<file path="src/rtl/leela_mc_arb.sv">
// Wishbone N-to-1 arbiter in front of a memory controller: fixed or round-robin
// selection, grant held for the whole cycle, stalled-slave timeout with abort.
module leela_mc_arb #(
    parameter int NPORTS  = 3,
    parameter int AW      = 32,
    parameter int DW      = 32,
    parameter int RR      = 1,
    parameter int TIMEOUT = 255
) (
    input  logic                       clk,
    input  logic                       rst,
    input  logic [NPORTS*AW-1:0]       m_adr_i,
    input  logic [NPORTS*DW-1:0]       m_dat_i,
    input  logic [NPORTS*(DW/8)-1:0]   m_sel_i,
    input  logic [NPORTS-1:0]          m_we_i,
    input  logic [NPORTS-1:0]          m_stb_i,
    input  logic [NPORTS-1:0]          m_cyc_i,
    input  logic [NPORTS*3-1:0]        m_cti_i,
    input  logic [NPORTS*2-1:0]        m_bte_i,
    output logic [DW-1:0]              m_dat_o,
    output logic [NPORTS-1:0]          m_ack_o,
    output logic [NPORTS-1:0]          m_err_o,
    output logic [AW-1:0]              s_adr_o,
    output logic [DW-1:0]              s_dat_o,
    output logic [DW/8-1:0]            s_sel_o,
    output logic                       s_we_o,
    output logic                       s_stb_o,
    output logic                       s_cyc_o,
    output logic [2:0]                 s_cti_o,
    output logic [1:0]                 s_bte_o,
    input  logic [DW-1:0]              s_dat_i,
    input  logic                       s_ack_i,
    input  logic                       s_err_i,
    output logic [NPORTS-1:0]          gnt_o,
    output logic                       tmo_o
);

    localparam int SW = DW/8;
    localparam int IW = $clog2(NPORTS);
    localparam int CW = (TIMEOUT > 0) ? $clog2(TIMEOUT+1) : 1;
    localparam logic [CW-1:0] TMAX = CW'(TIMEOUT);

    localparam logic [1:0] IDLE  = 2'd0;
    localparam logic [1:0] GRANT = 2'd1;
    localparam logic [1:0] ABORT = 2'd2;

    logic [1:0]        state;
    logic [IW-1:0]     gidx, last, start, nxt_idx;
    logic [NPORTS-1:0] gnt, onehot;
    logic              found, in_grant, tmo_hit;
    logic [CW-1:0]     cnt;

    logic [AW-1:0] adr_a [NPORTS];
    logic [DW-1:0] dat_a [NPORTS];
    logic [SW-1:0] sel_a [NPORTS];
    logic [2:0]    cti_a [NPORTS];
    logic [1:0]    bte_a [NPORTS];

    for (genvar k = 0; k < NPORTS; k++) begin : g_port
        assign adr_a[k]   = m_adr_i[k*AW +: AW];
        assign dat_a[k]   = m_dat_i[k*DW +: DW];
        assign sel_a[k]   = m_sel_i[k*SW +: SW];
        assign cti_a[k]   = m_cti_i[k*3 +: 3];
        assign bte_a[k]   = m_bte_i[k*2 +: 2];
        // a timeout abort takes precedence over a coincident slave ack
        assign m_ack_o[k] = in_grant && (gidx == IW'(k)) && s_ack_i && !tmo_hit;
        assign m_err_o[k] = in_grant && (gidx == IW'(k)) && (s_err_i || tmo_hit);
    end

    // rotating search: start one past the last grantee (or at 0 for fixed priority)
    always_comb begin
        logic [IW:0] j;
        start   = '0;
        if (RR != 0)
            start = (last == IW'(NPORTS-1)) ? '0 : last + 1'b1;
        nxt_idx = '0;
        found   = 1'b0;
        j       = '0;
        for (int i = 0; i < NPORTS; i++) begin
            j = {1'b0, start} + (IW+1)'(i);
            if (j >= (IW+1)'(NPORTS))
                j = j - (IW+1)'(NPORTS);
            if (!found && m_cyc_i[j[IW-1:0]]) begin
                found   = 1'b1;
                nxt_idx = j[IW-1:0];
            end
        end
        onehot          = '0;
        onehot[nxt_idx] = 1'b1;
    end

    assign in_grant = (state == GRANT);
    assign tmo_hit  = (TIMEOUT != 0) && in_grant && (cnt == TMAX);
    assign tmo_o    = tmo_hit;
    assign gnt_o    = gnt;
    assign m_dat_o  = s_dat_i;

    always_comb begin
        s_adr_o = '0;
        s_dat_o = '0;
        s_sel_o = '0;
        s_we_o  = 1'b0;
        s_stb_o = 1'b0;
        s_cyc_o = 1'b0;
        s_cti_o = '0;
        s_bte_o = '0;
        if (in_grant) begin
            s_adr_o = adr_a[gidx];
            s_dat_o = dat_a[gidx];
            s_sel_o = sel_a[gidx];
            s_we_o  = m_we_i[gidx];
            s_stb_o = m_stb_i[gidx];
            s_cyc_o = m_cyc_i[gidx];
            s_cti_o = cti_a[gidx];
            s_bte_o = bte_a[gidx];
        end
    end

    always_ff @(posedge clk) begin
        if (!rst) begin
            state <= IDLE;
            gnt   <= '0;
            gidx  <= '0;
            last  <= IW'(NPORTS-1);
            cnt   <= '0;
        end else begin
            case (state)
                IDLE: begin
                    cnt <= '0;
                    if (found) begin
                        state <= GRANT;
                        gidx  <= nxt_idx;
                        last  <= nxt_idx;
                        gnt   <= onehot;
                    end
                end
                GRANT: begin
                    if (!m_cyc_i[gidx]) begin
                        state <= IDLE;
                        gnt   <= '0;
                        cnt   <= '0;
                    end else if (tmo_hit) begin
                        state <= ABORT;
                        cnt   <= '0;
                    end else if (s_ack_i || s_err_i) begin
                        cnt <= '0;
                    end else if (s_stb_o && cnt != TMAX) begin
                        cnt <= cnt + 1'b1;
                    end
                end
                ABORT: begin
                    cnt <= '0;
                    if (!m_cyc_i[gidx]) begin
                        state <= IDLE;
                        gnt   <= '0;
                    end
                end
                default: begin
                    state <= IDLE;
                    gnt   <= '0;
                    cnt   <= '0;
                end
            endcase
        end
    end

endmodule

</file>
<file path="config.mk">
export PLATFORM = sky130hd
export DESIGN_NAME = leela_mc_arb
export DESIGN_NICKNAME = d
export VERILOG_FILES = /design/src/rtl/leela_mc_arb.sv
export SDC_FILE = /design/constraint.sdc
export NUM_CORES = 1
export LEC_CHECK = 0
export ABC_AREA = 1
export CORE_AREA = 2 2 150 152
export DETAILED_ROUTE_END_ITERATION = 12
export DIE_AREA = 0 0 152 154
export PLACE_DENSITY = 0.55
export SETUP_SLACK_MARGIN = 0.3
export SYNTH_ARGS = -nofsm -noshare
export SYNTH_HDL_FRONTEND = slang
export SYNTH_SLANG_ARGS = --single-unit
</file>
<file path="constraint.sdc">
create_clock -name clk -period 2.1 [get_ports clk]
set_input_delay 0.21 -clock clk [delete_from_list [all_inputs] [get_ports clk]]
set_output_delay 0.21 -clock clk [all_outputs]
set_load 0.03 [all_outputs]
</file>
==> flow_summary.toml, run 1 <==
[power]
p_leak_nw = 4.18
worst_ir_drop_vdd_mv = 0.525
power_density_mw_per_mm2 = 1190
power_mw = 10.2

[critical_path]
cp.buffers_inverters = 2
crit_family = "simple AND/OR/NAND/NOR gates"
critical_path.max_stage_delay_ps = 360
critPathKind = "register to primary output"
worstSetupStartpointType = "register"
r2r_end = "cnt[1]"
path_common_cell = "nor2_4"
worst-r2r-cell-count = 11
worstPathMaxFanout = 4
cp-end-kind = "primary output"
regToRegSetupSlack_ps = 350
r2r_start = "gidx[0]"
critPathSlowestCell = "dfxtp_4"
cp.required_ps = 1890
crit_chain = "ha_4 -> nand4_1 -> nor2_2 -> nand2_4 -> nor2_4 -> or2_4 -> inv_6 -> nor2_4 -> buf_6"
worstPathArrival_ps = 1720

[final_layout]
drive_above_1_share_pct = 38.9
diodes = 0
area_growth_syn_to_layout_pct = 183
nets = 1222

[detailed_routing]
routedWlPerCell_um = 17.3
vias = 5277
viasPerCell = 4.28
ant_nets = 0
drtIter0Drc = 248
drtPass1Iterations = 4
drt_wl_total_um = 21300
drc_errors = 0

[floorplan]
top_level_ports = 382
start_util_pct = 14.0
die-area_mm2 = 0.0234
fp.dieW_um = 152
die_y_um = 154
rows = 54
fp.coreArea_mm2 = 0.0217

[synthesis]
synth_cell_types = 30
seq_area_frac_synth_pct = 10.6
synth_fp_nets = 886
synth_warnings = 0
avgSynthCellArea_um2 = 4.91
synth-seq-cells = 16
synth_cells = 618
syn-cell-area_mm2 = 0.00303

[cts]
clk_pin_slew_ps = 50
cts_tree = "yes"
clk_latency_ps = 250
cts_sinks = 16
clock_path_buffers = 2
h-tree-depth = 1
cts_hold_buf = 0
cts_buffers = 3
clock_tree.root_cell = "clkbuf_16"

[worst_hold_path]
hold_start = "s_dat_i[17]"
hold_path_class = "primary input to primary output"
hold_end = "m_dat_o[17]"
whs_path_depth = 0

[sta]
finalMaxSlewViolations = 0
post-route-min-period_ps = 1930
skew_ps = 1.63
slew_headroom_pct = 76.3
setup_violations = 0
fmax_ghz = 0.518
final.period_utilization_pct = 91.8
fin_tns_setup_ps = 0
fin_hold_ws_ps = 420
fin_ws_ps = 171
grt_setup_unrepaired = "yes"
hold_viol_final = 0
worst_pin_slew_ps = 356

[placement]
portBuffers = 317
gp_congestion = 0.839
pre_cts_ws_ps = 159
dp_hpwl_um = 13000

[status]
outcome = "completed"

[global_route]
grt_max_degree = 42
grt_pass1_wl_um = 26400
grt_pass1_vias = 4880
antenna_found_initial = 0
grtUsageTotal_pct = 14.2
grt.overflow.total = 0

[flow_run]
maxCapViolCount = 0
layout make-up:
type | instances | area, µm²
Clock buffer | 4 | 88.8
Fill cell | 2173 | 13100
Inverter | 66 | 280
Multi-Input combinational cell | 472 | 3030
Sequential cell | 16 | 342
Tap cell | 280 | 350
Timing Repair Buffer | 395 | 4490
worst reg2reg max path: stages (launching register included):
cell	delay, ps
dfxtp_4	400
inv_4	50
nor2_4	160
buf_8	180
buf_12	140
nand2_4	50
a31oi_4	180
buf_6	130
nand2_4	90
buf_4	160
nand2_1	50
a21oi_1	60
worst max path at each step:
stage,from,end,slack [ps],cells past startpoint
2_1_floorplan,cnt[0],m_err_o[0],320,8
3_3_place_gp,gidx[0],cnt[0],210,9
3_5_place_dp,gidx[0],cnt[1],160,9
4_1_cts,gidx[0],s_cyc_o,230,9
5_1_grt,cnt[1],m_err_o[1],100,9
6_report,cnt[1],m_err_o[2],170,9
report_power, final:
group          total, mW  switching (mW)  internal [mW]
Sequential         0.464          0.0885          0.375
Clock              0.417           0.128          0.290
Combinational       9.34            5.07           4.27
Total               10.2            5.28           4.94
metrics by stage:
stage	area (µm²)	std cells	util [%]
5_1_grt	8590	1233	39.6
2_1_floorplan	3110	618	-
3_3_place_gp	6280	1166	29.0
4_1_cts	6910	1197	31.9
6_report	8590	1233	39.6
3_5_place_dp	6280	1166	29.0
cell usage in the layout (no fill, tap or decap), types with 5 or more instances in the layout:
cell type        Yosys  routed
buf_12               0      16
nand3_2              1      47
dfxtp_1             16       7
dfxtp_2              0       5
nand2_4              1      44
a21oi_1             15      15
clkbuf_16            0      19
nor2_4               2      10
nand2_2              0      56
buf_16               0       7
buf_8                0       7
inv_1               62      45
buf_4               33      44
nor2_1              24      16
clkdlybuf4s50_1      0     234
a31oi_4              1       8
nand2_1            295     195
nand3_1            100      51
buf_6                1      71
inv_2                4      15
cells in the mapped netlist:
master / n / share of area [%]
buf_1: 1 / 0.12
inv_1: 62 / 7.7
nand3_4: 1 / 0.58
buf_2: 4 / 0.66
nand4_1: 3 / 0.62
a21oi_1: 15 / 2.5
nor4_1: 1 / 0.21
o21ai_0: 3 / 0.49
a31oi_4: 1 / 0.70
xnor2_1: 1 / 0.29
o21ai_1: 1 / 0.16
nor2_1: 24 / 3.0
nor2_4: 2 / 0.74
nand2_4: 1 / 0.37
a22oi_1: 1 / 0.25
nand3_1: 100 / 16
or2_2: 1 / 0.21
buf_4: 33 / 8.2
dfxtp_1: 16 / 11
nand2_1: 295 / 36
nor2_2: 2 / 0.41
inv_2: 4 / 0.49
nor3_1: 1 / 0.16
o21bai_1: 1 / 0.25
a31oi_1: 9 / 1.9
nand3_2: 1 / 0.33
ha_1: 4 / 1.6
xor2_1: 4 / 1.2
buf_6: 1 / 0.37
clkbuf_1: 25 / 3.1
state kept, by name (all words and copies together), names as in the netlist:
| register | count |
|---|---|
| cnt | 8 |
| gidx | 2 |
| gnt_o | 3 |
| last | 1 |
| state | 2 |
cell families after synthesis:
kind of cell    count (synthesis)  share of synthesized area, %
buf+inv                       130                          20.6
flops                          16                          10.6
compound gates                 31                          6.19
fa+ha+maj                       4                          1.65
xor+xnor                        5                          1.44
simple gates                  432                          59.6
routing by layer:
layer  wire length (µm)  part of all wire [%]  GRT usage (%)
met4               1200                   5.6           5.21
met1               7640                    36           16.1
met5                  0                     0              0
met3               1380                   6.5           2.85
met2              11100                    52           26.0
repair_timing:
action / in CTS / in global routing
gates cloned: 6 / 21
buffers inserted: 21 / 15
endpoints found under the hold margin: 0 / 0
setup endpoints to repair: 92 / 92
pin swaps: 11 / 48
resized for setup: 56 / 296
Note: power is estimated with default switching activity, not from simulation.
==> inputs of run 2 (changes only) <==
--- a/config.mk
+++ b/config.mk
@@ -6,10 +6,13 @@
 export NUM_CORES = 1
 export LEC_CHECK = 0
 export ABC_AREA = 1
-export CORE_AREA = 2 2 150 152
+export CELL_PAD_IN_SITES_DETAIL_PLACEMENT = 1
+export CELL_PAD_IN_SITES_GLOBAL_PLACEMENT = 1
+export CORE_ASPECT_RATIO = 1.2
+export CORE_MARGIN = 2
+export CORE_UTILIZATION = 14
 export DETAILED_ROUTE_END_ITERATION = 12
-export DIE_AREA = 0 0 152 154
-export PLACE_DENSITY = 0.55
+export PLACE_DENSITY = 0.86
 export SETUP_SLACK_MARGIN = 0.3
 export SYNTH_ARGS = -nofsm -noshare
 export SYNTH_HDL_FRONTEND = slang
==> flow_summary.toml, run 2 (synthesis gave the netlist of run 1 again) <==
[sta]
setup_violations = 2
grt_setup_unrepaired = "yes"
post-route-min-period_ps = 2110
skew_ps = 6.60
finalMaxSlewViolations = 0
final.period_utilization_pct = 100
fin_ws_ps = -8.29
worst_pin_slew_ps = 444
fmax_ghz = 0.474
hold_viol_final = 0
slew_headroom_pct = 70.2

[global_route]
grt_pass1_vias = 5911
antenna_found_initial = 0
grt_max_degree = 37
grt.overflow.total = 0
grtUsageTotal_pct = 18.9
grt_pass1_wl_um = 33500

[detailed_routing]
drtPass1Iterations = 6
routedWlPerCell_um = 21.7
drc_errors = 0
ant_nets = 0
viasPerCell = 4.57
vias = 5748
drtIter0Drc = 169
drt_wl_total_um = 27300

[final_layout]
finish.utilization_pct = 44.9
drive_above_1_share_pct = 51.7
area_growth_syn_to_layout_pct = 218
diodes = 0
largest-register = "cnt"
fillers = 2401
nets = 1253
largest_reg_flops = 8
final_common_cell = "clkdlybuf4s50_1"
post-route-cell-area_mm2 = 0.00965
final_cell_mix = "clkdlybuf4s50_1, nand2_1, buf_6, nand2_2, nand2_4"

[status]
violations = "setup timing"
outcome = "finished, violations left"

[critical_path]
critPathKind = "register to primary output"
cp.required_ps = 1890
worstSetupStartpointType = "register"
worstPathMaxFanout = 3
worstPathArrival_ps = 1900
cp-end-kind = "primary output"

[cts]
cts_hold_buf = 0
cts_tree = "yes"
clk_latency_ps = 260
cts_sinks = 16
h-tree-depth = 1
cts_buffers = 3
clk_pin_slew_ps = 50
clock_tree.root_cell = "clkbuf_16"
clock_path_buffers = 2

[floorplan]
die_y_um = 165
fp.coreArea_mm2 = 0.0215
start_util_pct = 14.1
die-area_mm2 = 0.0229
rows = 59
top_level_ports = 382
fp.dieW_um = 138

[placement]
dp_hpwl_um = 16100
portBuffers = 317
placed_area_mm2 = 0.00642
pre_cts_ws_ps = 84.4
gp_congestion = 0.830

[power]
worst_ir_drop_vdd_mv = 0.799
p_leak_nw = 4.67
power_density_mw_per_mm2 = 1280

[worst_hold_path]
hold_path_class = "primary input to primary output"

[flow_run]
maxCapViolCount = 0
==> run 2: path summary, 6_finish.rpt <==
kind / startpoint / endpoint / slack, ps / cells past startpoint
worst max-delay path: cnt[3] / m_err_o[2] / -8 / 10
worst min-delay path: s_dat_i[12] / m_dat_o[12] / 420 / 0
worst max register to register: gidx[1] / state[1] / 140 / 12
worst min register to register: gnt_o[2] / gnt_o[2] / 500 / 2
==> run 2: power breakdown <==
part	internal, mW	leakage, nW	total, mW	switching [mW]
registers	0.377	0.135	0.484	0.107
logic	5.41	4.49	11.4	5.99
clock network	0.291	0.0442	0.446	0.155
total	6.08	4.67	12.3	6.25
==> run 2: final cells by class <==
type	instances	area, µm²	area share (%)
Timing Repair Buffer	426	5020	52.0
Multi-Input combinational cell	472	3570	37.0
Sequential cell	16	343	3.55
Tap cell	274	343	3.55
Inverter	66	284	2.94
Clock buffer	4	88.8	0.921
==> run 2: worst max-delay path, cell delays in order, from the launching register on <==
cell	delay, ps
dfxtp_2	340
nand2_2	60
inv_2	70
nand4_1	190
nor2_2	270
nand2_2	120
nor2_4	130
or2_4	150
inv_6	50
nor2_4	130
buf_12	140
==> run 2: what timing repair did <==
| item | CTS | global route |
|---|---|---|
| cloned | 14 | 7 |
| hold endpoints to repair | 0 | 0 |
| pin swaps | 53 | 59 |
| gates resized for setup | 221 | 330 |
| buffers inserted | 39 | 28 |
| endpoints found under the setup margin | 93 | 97 |
==> run 2: metrics by stage <==
step                power [mW]  std cells  hold WS [ps]  setup TNS (ps)
finish                    12.3       1258           420           -12.9
global route              12.9       1258           420            -128
CTS                       9.79       1223           420               0
detailed placement        6.73       1166           420               0
global placement          6.64       1166           420               0
floorplan                 4.04        618           330               0
==> run 2: per-layer routing <==
metal	GRT usage, %	vias to the layer above	part of all wire [%]
li1	-	2628	-
met1	19.9	2768	34
met2	37.2	262	55
met3	3.17	90	5.5
met4	8.02	0	5.1
met5	0	-	0
